==> config.mk <==
export PLATFORM = sky130hd
export DESIGN_NAME = sc_et_sched
export DESIGN_NICKNAME = d
export VERILOG_FILES = /design/src/rtl/sc_et_pkg.sv /design/src/rtl/sc_et_sched_bypass_ctr_en.sv /design/src/rtl/sc_et_sched.sv
export SDC_FILE = /design/constraint.sdc
export NUM_CORES = 1
export LEC_CHECK = 0
export CAP_MARGIN = 20
export CELL_PAD_IN_SITES_DETAIL_PLACEMENT = 1
export CELL_PAD_IN_SITES_GLOBAL_PLACEMENT = 2
export CORE_MARGIN = 3
export CORE_UTILIZATION = 34
export CTS_BUF_LIST = sky130_fd_sc_hd__clkbuf_8
export CTS_CLUSTER_SIZE = 12
export DETAILED_ROUTE_END_ITERATION = 7
export PLACE_DENSITY_LB_ADDON = 0.1
export SLEW_MARGIN = 20
export SYNTH_ARGS = -nofsm -noshare
export SYNTH_HDL_FRONTEND = slang
export SYNTH_HIERARCHICAL = 1
export SYNTH_SLANG_ARGS = --single-unit
==> constraint.sdc <==
create_clock -name clk -period 2.68 [get_ports clk]
set_clock_uncertainty 0.1 [all_clocks]
set_input_delay 0.536 -clock clk [delete_from_list [all_inputs] [get_ports clk]]
set_output_delay 0.536 -clock clk [all_outputs]
set_load 0.1 [all_outputs]
==> src/rtl/sc_et_pkg.sv <==
// Shared types and helpers for the early-termination stochastic-computing scheduler.
package sc_et_pkg;

  typedef enum logic [1:0] {
    IDLE = 2'd0,
    RUN  = 2'd1,
    DONE = 2'd2
  } state_t;

  localparam int MAX_W = 32;

  // Bypass mask: the low (w - p) bits are skipped; p is clamped to w.
  function automatic logic [MAX_W-1:0] prec_to_bp(input int unsigned p, input int unsigned w);
    int unsigned pc;
    logic [MAX_W-1:0] m;
    pc = (p > w) ? w : p;
    m  = '0;
    for (int unsigned i = 0; i < MAX_W; i++) begin
      if (i < w - pc) m[i] = 1'b1;
    end
    return m;
  endfunction

endpackage

==> src/rtl/sc_et_sched_bypass_ctr_en.sv <==
// Bypass-masked up-counter: only bits with bp=0 count, carries ripple through bypassed bits.
module bypass_ctr_en #(
  parameter int WIDTH = 8
) (
  input  logic             clk,
  input  logic             rst_n,
  input  logic             clr,
  input  logic             adv,
  input  logic [WIDTH-1:0] bp,
  output logic [WIDTH-1:0] cnt,
  output logic             wrap
);

  logic [WIDTH:0]   carry;
  logic [WIDTH-1:0] next;

  always_comb begin
    carry[0] = 1'b1;
    for (int i = 1; i <= WIDTH; i++) begin
      carry[i] = carry[i-1] & (cnt[i-1] | bp[i-1]);
    end
    next = cnt ^ (carry[WIDTH-1:0] & ~bp);
  end

  assign wrap = carry[WIDTH];

  always_ff @(posedge clk or negedge rst_n) begin
    if (!rst_n) begin
      cnt <= '0;
    end else if (clr) begin
      cnt <= '0;
    end else if (adv) begin
      cnt <= next;
    end
  end

endmodule

==> src/rtl/sc_et_sched.sv <==
// Early-termination scheduler: streams masked sample indices and reports the issued count.
module sc_et_sched
  import sc_et_pkg::*;
#(
  parameter  int WIDTH = 8,
  localparam int PW    = $clog2(WIDTH+1)
) (
  input  logic             clk,
  input  logic             rst_n,
  input  logic             start_valid,
  output logic             start_ready,
  input  logic [PW-1:0]    start_prec,
  input  logic             en,
  input  logic             term_req,
  output logic             samp_valid,
  output logic [WIDTH-1:0] samp_cnt,
  output logic             samp_last,
  output logic             done_valid,
  input  logic             done_ready,
  output logic [WIDTH:0]   done_nsamp,
  output logic             done_early
);

  state_t           state;
  logic [WIDTH-1:0] bp;
  logic [WIDTH:0]   nsamp;
  logic             wrap;
  logic             accept;
  logic             adv;
  logic [MAX_W-1:0] bp_full;
  logic             bp_unused;

  assign bp_full   = prec_to_bp(int'(start_prec), WIDTH);
  assign bp_unused = ^bp_full[MAX_W-1:WIDTH];

  assign start_ready = (state == IDLE);
  assign done_valid  = (state == DONE);
  assign accept      = start_ready & start_valid;
  assign samp_valid  = (state == RUN) & en;
  assign samp_last   = samp_valid & (wrap | term_req);
  // The counter freezes on the final sample so samp_cnt keeps the last index.
  assign adv         = samp_valid & ~samp_last;

  bypass_ctr_en #(.WIDTH(WIDTH)) u_ctr (
    .clk   (clk),
    .rst_n (rst_n),
    .clr   (accept),
    .adv   (adv),
    .bp    (bp),
    .cnt   (samp_cnt),
    .wrap  (wrap)
  );

  always_ff @(posedge clk or negedge rst_n) begin
    if (!rst_n) begin
      state      <= IDLE;
      bp         <= '0;
      nsamp      <= '0;
      done_nsamp <= '0;
      done_early <= 1'b0;
    end else begin
      case (state)
        IDLE: begin
          if (start_valid) begin
            bp    <= bp_full[WIDTH-1:0];
            nsamp <= '0;
            state <= RUN;
          end
        end
        RUN: begin
          if (en) begin
            nsamp <= nsamp + (WIDTH+1)'(1);
            if (samp_last) begin
              done_nsamp <= nsamp + (WIDTH+1)'(1);
              done_early <= term_req & ~wrap;
              state      <= DONE;
            end
          end
        end
        DONE: begin
          if (done_ready) state <= IDLE;
        end
        default: state <= IDLE;
      endcase
    end
  end

endmodule
* Yosys cells after proc, flatten, opt, wreduce, memory -nomap -nowiden
Cells that the tools add are included.
Widths: inputs -> output; s select.
** Storage, ports and cells
- Bits in registers :: 37
- Output and inout bits :: 22
- Logic and storage cells :: 75
** Operators by class
- Add/subtract/negate cells :: 2
- $lt $le $gt $ge :: 9
- Equality and inequality tests :: 6
- Muxes and demuxes :: 19
- Bitwise operators :: 26
- Reductions and logical operators :: 7
** Operators with widths (number)
- $lt 3x32->1 const A :: 4
- $lt 1x32->1 const A :: 2
- $lt 2x32->1 const A :: 2
- $mux 9 :: 2
- $pmux 9 s2 :: 1
- $mux 8 :: 2
- $and 1x1->1 :: 12
- $add 9x1->9 const B :: 1
- $or 1x1->1 :: 9
- $and 8x8->8 :: 1
- $mux 1 :: 8
- $mux 2 :: 4
- $not 8->8 :: 1
- $xor 8x8->8 :: 1
- $ne 2x2->1 const B :: 3
- $pmux 2 s3 :: 1
- $reduce_and 3->1 :: 2
- $sub 4x4->5 const A :: 1
- $gt 4x4->1 const B :: 1
- $mux 4 :: 1
- $reduce_and 4->1 :: 1
- $reduce_bool 2->1 :: 2
- $eq 2x1->1 const B :: 1
- $eq 2x2->1 const B :: 1
- 4 further kinds :: 5

* Longest topological paths before layout
Gate-level depths: netlist of run 1.
- Depth after elaboration :: 14
- Gate-level depth with buffers :: 10
- Depth with buffers taken out :: 10

* Hierarchy
The synthesis of run 1 kept the hierarchy.
** Modules (own cells, without submodules)
- sc_et_sched :: instances 1, cells an instance 151, area each 1468.9 sq um, sequential area each 725.7 sq um
- bypass_ctr_en :: instances 1, cells an instance 46, area each 456.7 sq um, sequential area each 200.2 sq um

* Worst setup path after synthesis of run 1
Ideal clock, no wire load.
- Kind :: register -> output
- Start point :: register u_ctr.cnt[0]
- End point :: output port samp_last
- Arrival :: 2.720 ns
- Path slack :: -0.676 ns
- Stages on the path, launching flop included :: 9
- Path buffers :: 1
- Cell sequence :: dfrtp_1 > inv_1 > ha_1 > o21bai_1 > nor4_2 > o21a_1 > o21ai_2 > buf_2 > inv_1
** On the way
- Longest elaborated chain between the ends :: 10
** Ends and longest elaborated chain
- from (decl) :: line sc_et_sched_bypass_ctr_en.sv:10 : output logic [WIDTH-1:0] cnt,
- from (signal assigned) :: line sc_et_sched_bypass_ctr_en.sv:33 : cnt <= next;
- $or 1x1->1 :: line sc_et_sched_bypass_ctr_en.sv:20 : carry[i] = carry[i-1] & (cnt[i-1] | bp[i-1]);
- $and 1x1->1 (7 in a row) :: line sc_et_sched_bypass_ctr_en.sv:20
- named net wrap :: line sc_et_sched.sv:27 : logic wrap;
- $or 1x1->1 :: line sc_et_sched.sv:40 : assign samp_last = samp_valid & (wrap | term_req);
- $and 1x1->1 :: line sc_et_sched.sv:40
- to (decl) :: line sc_et_sched.sv:17 : output logic samp_last,
The timed path passes the listed nets, and every way through them passes these cells.

* Worst setup path after layout of run 1
Ends and elaborated chain as after synthesis.

==> results of run 1 <==
[cells by family (layout without fill, tap and decap cells)]
kind of cell | Yosys count | count (layout)
adder cells (fa/ha/maj) | 5 | 5
AO/OA/AOI/OAI | 42 | 42
XOR/XNOR | 14 | 14
buffers and inverters | 14 | 53
flip-flops | 37 | 37
multiplexers | 3 | 3
AND/OR/NAND/NOR | 82 | 82
[where the power goes]
| part | internal, uW | total [uW] | switching (uW) | leakage (uW) |
|---|---|---|---|---|
| Sequential | 700 | 859 | 159 | 0.000474 |
| Clock | 300 | 504 | 204 | 0.0000626 |
| Combinational | 344 | 1180 | 836 | 0.000563 |
[worst max-delay path: cells and delay by family (launching register included)]
kind                       cells  cell delay, ns
and+or+nand+nor                1            0.22
adders and majority gates      1            0.19
AOI/OAI and AO/OA              3            0.51
buffers and inverters          3            0.31
DFF                            1            0.37
[cell usage after synthesis]
cell type	instances
o21ba_2	1
nand2b_1	5
nor2b_1	3
o31ai_1	3
mux2_4	2
o21a_1	1
a22o_1	1
nand4_4	1
and4_4	1
xor2_1	3
nor2_2	1
a31oi_1	3
buf_4	2
inv_1	7
nand2_4	1
inv_2	1
mux2_2	1
nor2_1	20
o22ai_2	2
nand3b_1	2
buf_6	1
o21bai_1	2
clkbuf_1	1
o311ai_1	1
o211ai_1	1
o21ai_0	18
inv_4	1
nor3_1	5
nor4_2	1
nand3b_4	1
buf_2	1
nor4_1	4
o21ai_2	1
nor3_2	1
dfrtp_1	37
or3_1	1
a21oi_1	7
and2_0	1
ha_1	5
o31a_1	1
and2_1	2
nand3_1	6
xnor2_1	11
nand2_1	26
[timing repair]
action | in CTS | in global routing
hold buffers | 0 | 0
gates resized for setup | 0 | 1
setup endpoints to repair | 0 | 1
buffers inserted | 0 | 1
[cell type report]
type	instances	area [um^2]
clock inverters	2	33.8
clock buffers	6	82.6
fillers	626	2870
repair buffers	36	318
multi-input cells	146	937
well taps	70	87.6
inverters	9	40.0
flip-flops and latches	37	932
[routing by layer]
| layer | vias to the layer above | GRT usage [%] |
|---|---|---|
| met4 | 0 | 7.60 |
| met1 | 755 | 18.7 |
| li1 | 750 | - |
| met2 | 24 | 28.4 |
| met5 | - | 0 |
| met3 | 10 | 3.22 |
[worst min path at each step]
stage	startpoint	endpoint	slack (ns)	depth (start not counted)
6_report	done_nsamp[8]$_DFFE_PN0P_	done_nsamp[8]$_DFFE_PN0P_	0.39	2
5_1_grt	done_nsamp[2]$_DFFE_PN0P_	done_nsamp[2]$_DFFE_PN0P_	0.42	2
4_1_cts	done_nsamp[8]$_DFFE_PN0P_	done_nsamp[8]$_DFFE_PN0P_	0.39	2
3_5_place_dp	done_nsamp[8]$_DFFE_PN0P_	done_nsamp[8]$_DFFE_PN0P_	0.38	2
3_3_place_gp	done_nsamp[2]$_DFFE_PN0P_	done_nsamp[2]$_DFFE_PN0P_	0.36	2
2_1_floorplan	rst_n	bp[0]$_DFFE_PN0P_	0.14	0
[stage by stage]
stage,cell area [um^2],TNS [ns]
floorplan,1940,-0.141
global placement,2300,0
detailed placement,2300,0
CTS,2420,0
global route,2430,0
finish,2430,0
[registers in the layout, indices dropped and copies added (netlist names)]
signal and flops:
done_early 1, done_nsamp 9, state 2, nsamp 9, bp 8, u_ctr/cnt 8
==> flow_metrics.env, run 1 <==
export IMPL_synthesis_area_um2=1930
export IMPL_finalWeightedCongestion=0.783
export IMPL_dpl_hpwl_um=3610
export IMPL_largest_net_degree_at_the_start_of_global_routing=38
export IMPL_period_utilization_pct=94.7
export IMPL_drt_pass1_iterations=4
export IMPL_wl_per_cell_um=15.5
export IMPL_post_synthesis_share_of_cell_area_spent_on_and_or_nand_and_nor_gates_pct=22.6
export IMPL_postLayoutCoreUtil_pct=45.8
export IMPL_final_instance_count_excl_fill=306
export IMPL_yosysWarnings=6
export IMPL_vdd_drop_max_mv=0.580
export IMPL_worst_stage_delay_on_the_critical_path_ns=0.37
export IMPL_min_delay_path_class="flop to flop"
export IMPL_post_synth_top_area_fraction_pct=48.1
export IMPL_finish_net_count=250
export IMPL_synth_xor_area_share_pct=6.37
export IMPL_pre_cts_slack_ns=0.203
export IMPL_start_util_pct=36.3
export IMPL_drt_initial_drc_count=75
export IMPL_insertedDiodeCount=0
export IMPL_final_cell_mix="dfrtp_1 (32), nand2_1 (26), buf_4 (25), nor2_1 (19), o21ai_0 (18)"
export IMPL_synthTopCellsByArea="dfrtp_1 (48%), nand2_1 (5.1%), xnor2_1 (5.0%)"
export IMPL_cp_required_ns=2.04
export IMPL_synthAdderAreaFrac_pct=3.25
export IMPL_ys_seq_elements=37
export IMPL_grt_pass1_wl_um=8030
export IMPL_ios=32
export IMPL_dieArea_um2=6600
export IMPL_p_leak_uw=0.00110
export IMPL_synth_top_area_cell="dfrtp_1"
export IMPL_critical_path_startpoint_type="flop"
export IMPL_overflow=0
export IMPL_timing_final_hold_violations=0
export IMPL_synth_area_mux_share_pct=2.14
export IMPL_core_rowCount=26
export IMPL_met1Wirelength_um=2050
export IMPL_dp_cells=297
export IMPL_coreArea_um2=5300
export IMPL_holdWs_ns=0.385
export IMPL_crit_path_end="samp_last"
export IMPL_synth_cell_type_count=44
export IMPL_synth_compound_gate_area_share_pct=13.8
export IMPL_status="completed"
export IMPL_timing_reg2reg_worst_path_depth=9
export IMPL_die_w_um=81.3
export IMPL_total_power_uw=2540
export IMPL_clock_tree_root_cell="clkbuf_8"
export IMPL_tritoncts_clock_tree="built"
export IMPL_later_pin_clock_latency_in_the_skew_report_ns=0.30
export IMPL_routed_wl_um=4730
export IMPL_place_port_buffers=31
export IMPL_pwr_density_cell_nw_per_um2=1050
export IMPL_clk_path_buf_depth=2
export IMPL_timing_final_max_slew_violations=0
export IMPL_cts_made_buffers=5
export IMPL_worst_setup_path_end_kind="primary output"
export IMPL_number_of_antenna_violations_at_the_first_check_in_global_routing=0
export IMPL_rsz0062_at_grt="false"
export IMPL_combinational_family_with_the_most_area_after_synthesis="simple AND/OR/NAND/NOR gates"
export IMPL_met2_wirelength_um=2450
export IMPL_critical_path_cell_chain="inv_1 -> ha_1 -> o21bai_1 -> nor4_2 -> o21a_1 -> o21ai_2 -> clkinvlp_4 -> buf_12"
export IMPL_finalSetupViolCount=0
export IMPL_drv_cap=0
export IMPL_slowest_cell_on_the_critical_path="dfrtp_2"
export IMPL_worst_r2r_endpoint="u_ctr/cnt[6]$_DFFE_PN0P_"
export IMPL_finalWorstSetupSlack_ns=0.142
export IMPL_postSynthAreaPerCell_um2=9.77
export IMPL_path_max_fanout=2
export IMPL_worst_setup_path_type="flop to primary output"
export IMPL_post_route_min_period_ns=2.54
export IMPL_highest_signal_layer="met4"
export IMPL_cts_max_level=2
export IMPL_total_via_count_after_detailed_routing=1539
export IMPL_regToRegStartpoint="bp[1]$_DFFE_PN0P_"
export IMPL_vias_per_cell=5.03
export IMPL_grt_usage_pct=16.1
export IMPL_antenna_violating_nets_post_route=0
export IMPL_cts_sinks=37
export IMPL_max_slew_margin_pct=62.6
export IMPL_synthesis_instances=197
export IMPL_mostFrequentLayoutCell="dfrtp_1"
export IMPL_timing_worst_slew_pin_value_ns=0.553
export IMPL_flow_area_growth_from_synthesis_pct=26.3
export IMPL_wl_met3_um=146
export IMPL_die_h_um=81.3
export IMPL_maxClockFrequency_ghz=0.394
export IMPL_synth_fp_nets=212
export IMPL_synth_seq_area_share_pct=48.1
export IMPL_first_global_vias=1679
export IMPL_cp_arrival_ns=1.90
export IMPL_worstSetupStartpoint="u_ctr/cnt[0]$_DFFE_PN0P_"
export IMPL_timing_reg2reg_setup_slack_ns=0.30
export IMPL_drc=0
export IMPL_clkSlewWorstSetupHoldPaths_ns=0.08
export IMPL_drive_above_1_share_pct=24.6
(Power assumes the default switching activity.)
==> inputs of run 2 (changes only) <==
Settings changed: CORE_MARGIN 3 to 8.
==> run 2 against run 1 <==
  * Register-to-register slack better by 0.04 ns
  * First-iteration DRC count decreased by 67%
  * Wire length increased by 4.2%
  * Final cell count increased by 0.65%
  * Worst hold slack got worse by 0.0029 ns
  * Power fell by 3.8%
  * Final area is 1.2% lower
  * Die area rose by 26%
  * Count of clock-buffer cells in the layout stayed put
  * Critical path depth stayed put
  * Fmax rose by 1.4%
==> flow_metrics.env, run 2 (synthesized netlist as in run 1, its figures left out) <==
export IMPL_dpl_hpwl_um=3670
export IMPL_drt_initial_drc_count=25
export IMPL_wl_per_cell_um=16.0
export IMPL_clk_path_buf_depth=2
export IMPL_routed_wl_um=4930
export IMPL_tritoncts_clock_tree="built"
export IMPL_pint_uw=1250
export IMPL_p_leak_uw=0.00109
export IMPL_power_switching_fraction_pct=49.0
export IMPL_dieArea_um2=8330
export IMPL_crit_buf_inv=3
export IMPL_grt_usage_pct=13.0
export IMPL_worst_setup_path_type="flop to primary output"
export IMPL_drv_cap=0
export IMPL_cts_made_buffers=5
export IMPL_post_route_min_period_ns=2.50
export IMPL_cts_sinks=37
export IMPL_drc=0
export IMPL_cts_max_level=2
export IMPL_post_cts_hold_buffer_count=0
export IMPL_fin_setup_tns_ns=0
export IMPL_seqPwrFrac_pct=35.1
export IMPL_slowest_cell_on_the_critical_path="dfrtp_1"
export IMPL_ios=32
export IMPL_final_cell_mix="dfrtp_1 (32), nand2_1 (26), buf_4 (25), nor2_1 (19), o21ai_0 (18)"
export IMPL_worst_setup_path_end_kind="primary output"
export IMPL_period_utilization_pct=93.4
export IMPL_finalWeightedCongestion=0.740
export IMPL_flow_area_growth_from_synthesis_pct=24.7
export IMPL_power_combinational_fraction_pct=48.2
export IMPL_number_of_antenna_violations_at_the_first_check_in_global_routing=0
export IMPL_postLayoutCoreUtil_pct=43.9
export IMPL_pwr_density_cell_nw_per_um2=1020
export IMPL_die_w_um=91.3
export IMPL_place_port_buffers=31
export IMPL_start_util_pct=35.2
export IMPL_largest_net_degree_at_the_start_of_global_routing=38
export IMPL_max_slew_margin_pct=67.1
export IMPL_cp_required_ns=2.04
export IMPL_finalSetupViolCount=0
export IMPL_drt_pass1_iterations=4
export IMPL_timing_final_max_slew_violations=0
export IMPL_die_h_um=91.3
export IMPL_holdWs_ns=0.382
export IMPL_mostFrequentLayoutCell="dfrtp_1"
export IMPL_status="completed"
export IMPL_drive_above_1_share_pct=23.7
export IMPL_vdd_drop_max_mv=0.457
export IMPL_first_global_vias=1716
export IMPL_insertedDiodeCount=0
export IMPL_rsz0062_at_grt="false"
export IMPL_power_frac_clock_pct=16.7
export IMPL_critical_path_cell_chain="inv_1 -> ha_1 -> o21bai_1 -> nor4_2 -> o21a_1 -> o21ai_2 -> clkinvlp_4 -> buf_12"
export IMPL_clkSlewWorstSetupHoldPaths_ns=0.08
export IMPL_min_delay_path_class="flop to flop"
export IMPL_antenna_violating_nets_post_route=0
export IMPL_total_power_uw=2450
export IMPL_critical_path_startpoint_type="flop"
export IMPL_timing_worst_slew_pin_value_ns=0.493
export IMPL_cp_arrival_ns=1.87
export IMPL_clock_tree_root_cell="clkbuf_8"
export IMPL_grt_pass1_wl_um=8760
export IMPL_power_switching_uw=1200
export IMPL_placed_cell_area_um2=2310
export IMPL_vias_per_cell=4.99
export IMPL_total_via_count_after_detailed_routing=1538
export IMPL_core_rowCount=27
export IMPL_path_max_fanout=3
export IMPL_worst_stage_delay_on_the_critical_path_ns=0.35
export IMPL_overflow=0
export IMPL_design_area_um2=2400
export IMPL_coreArea_um2=5470
export IMPL_critical_path_top_delay_family="compound AO/OA/AOI/OAI gates"
export IMPL_maxClockFrequency_ghz=0.400
export IMPL_later_pin_clock_latency_in_the_skew_report_ns=0.29
export IMPL_timing_final_hold_violations=0
export IMPL_finish_net_count=250
export IMPL_top_regs="done_nsamp x9, nsamp x9"
-- run 2: cell count changes in the layout (fill, tap and decap cells not counted) --
cell,before,now
nor4_1,3,4
bufinv_16,1,0
nor4_2,2,1
inv_1,7,8
-- run 2: power by group through the flow --
| stage | clock [uW] | sequential [uW] | combinational [uW] |
|---|---|---|---|
| after floorplan | 0 | 1150 | 598 |
| after global placement | 0 | 860 | 1170 |
| after detailed placement | 0 | 869 | 1190 |
| after CTS | 419 | 859 | 1200 |
| after global routing | 446 | 884 | 1270 |
| final | 409 | 859 | 1180 |
-- run 2: final cells by class --
type                    count  area (um^2)
repair buffers             36          318
fillers                   641         3070
clock buffers               6         82.6
inverters                   9         40.0
well taps                  72         90.1
clock inverters             2         7.51
flip-flops and latches     37          932
multi-input cells         146          931
-- run 2: repair_timing --
item,in CTS,in global routing
setup endpoints to repair,0,1
gates resized for setup,0,0
setup buffers,0,0
-- run 2: final timing paths --
kind,to,depth (start not counted),startpoint,slack (ns)
max reg2reg,u_ctr/cnt[6]$_DFFE_PN0P_,8,bp[1]$_DFFE_PN0P_,0.34
min in group asynchronous,done_nsamp[2]$_DFFE_PN0P_,2,rst_n,0.57
max,samp_last,8,bp[0]$_DFFE_PN0P_,0.18
min,done_nsamp[0]$_DFFE_PN0P_,2,done_nsamp[0]$_DFFE_PN0P_,0.38
max in group asynchronous,u_ctr/cnt[0]$_DFFE_PN0P_,2,rst_n,1.53
min reg2reg,done_nsamp[0]$_DFFE_PN0P_,2,done_nsamp[0]$_DFFE_PN0P_,0.38
-- run 2: worst min-delay path, stage by stage (launching register included) --
cell	delay [ns]
dfrtp_1	0.34
nand2_1	0.05
o21ai_0	0.06
-- run 2: metal layers --
layer / part of all wire [%] / global-route usage [%] / vias to the layer above
li1: - / - / 747
met1: 43 / 14.1 / 760
met2: 52 / 23.6 / 24
met3: 3.8 / 3.79 / 7
met4: 1.5 / 4.09 / 0
met5: 0 / 0 / -
-- run 2: through the flow --
stage / worst slack [ns] / cells
after global placement: 0.299 / 300
final: 0.177 / 308
after global routing: 0.0387 / 308
after CTS: 0.0335 / 308
after floorplan: -0.141 / 197
after detailed placement: 0.137 / 300
==> inputs of run 3 (changes only) <==
Settings changed: CAP_MARGIN 20 to 30.
==> results of run 3 <==
Same layout as run 2: the final DEF is identical, and so are final timing and power.
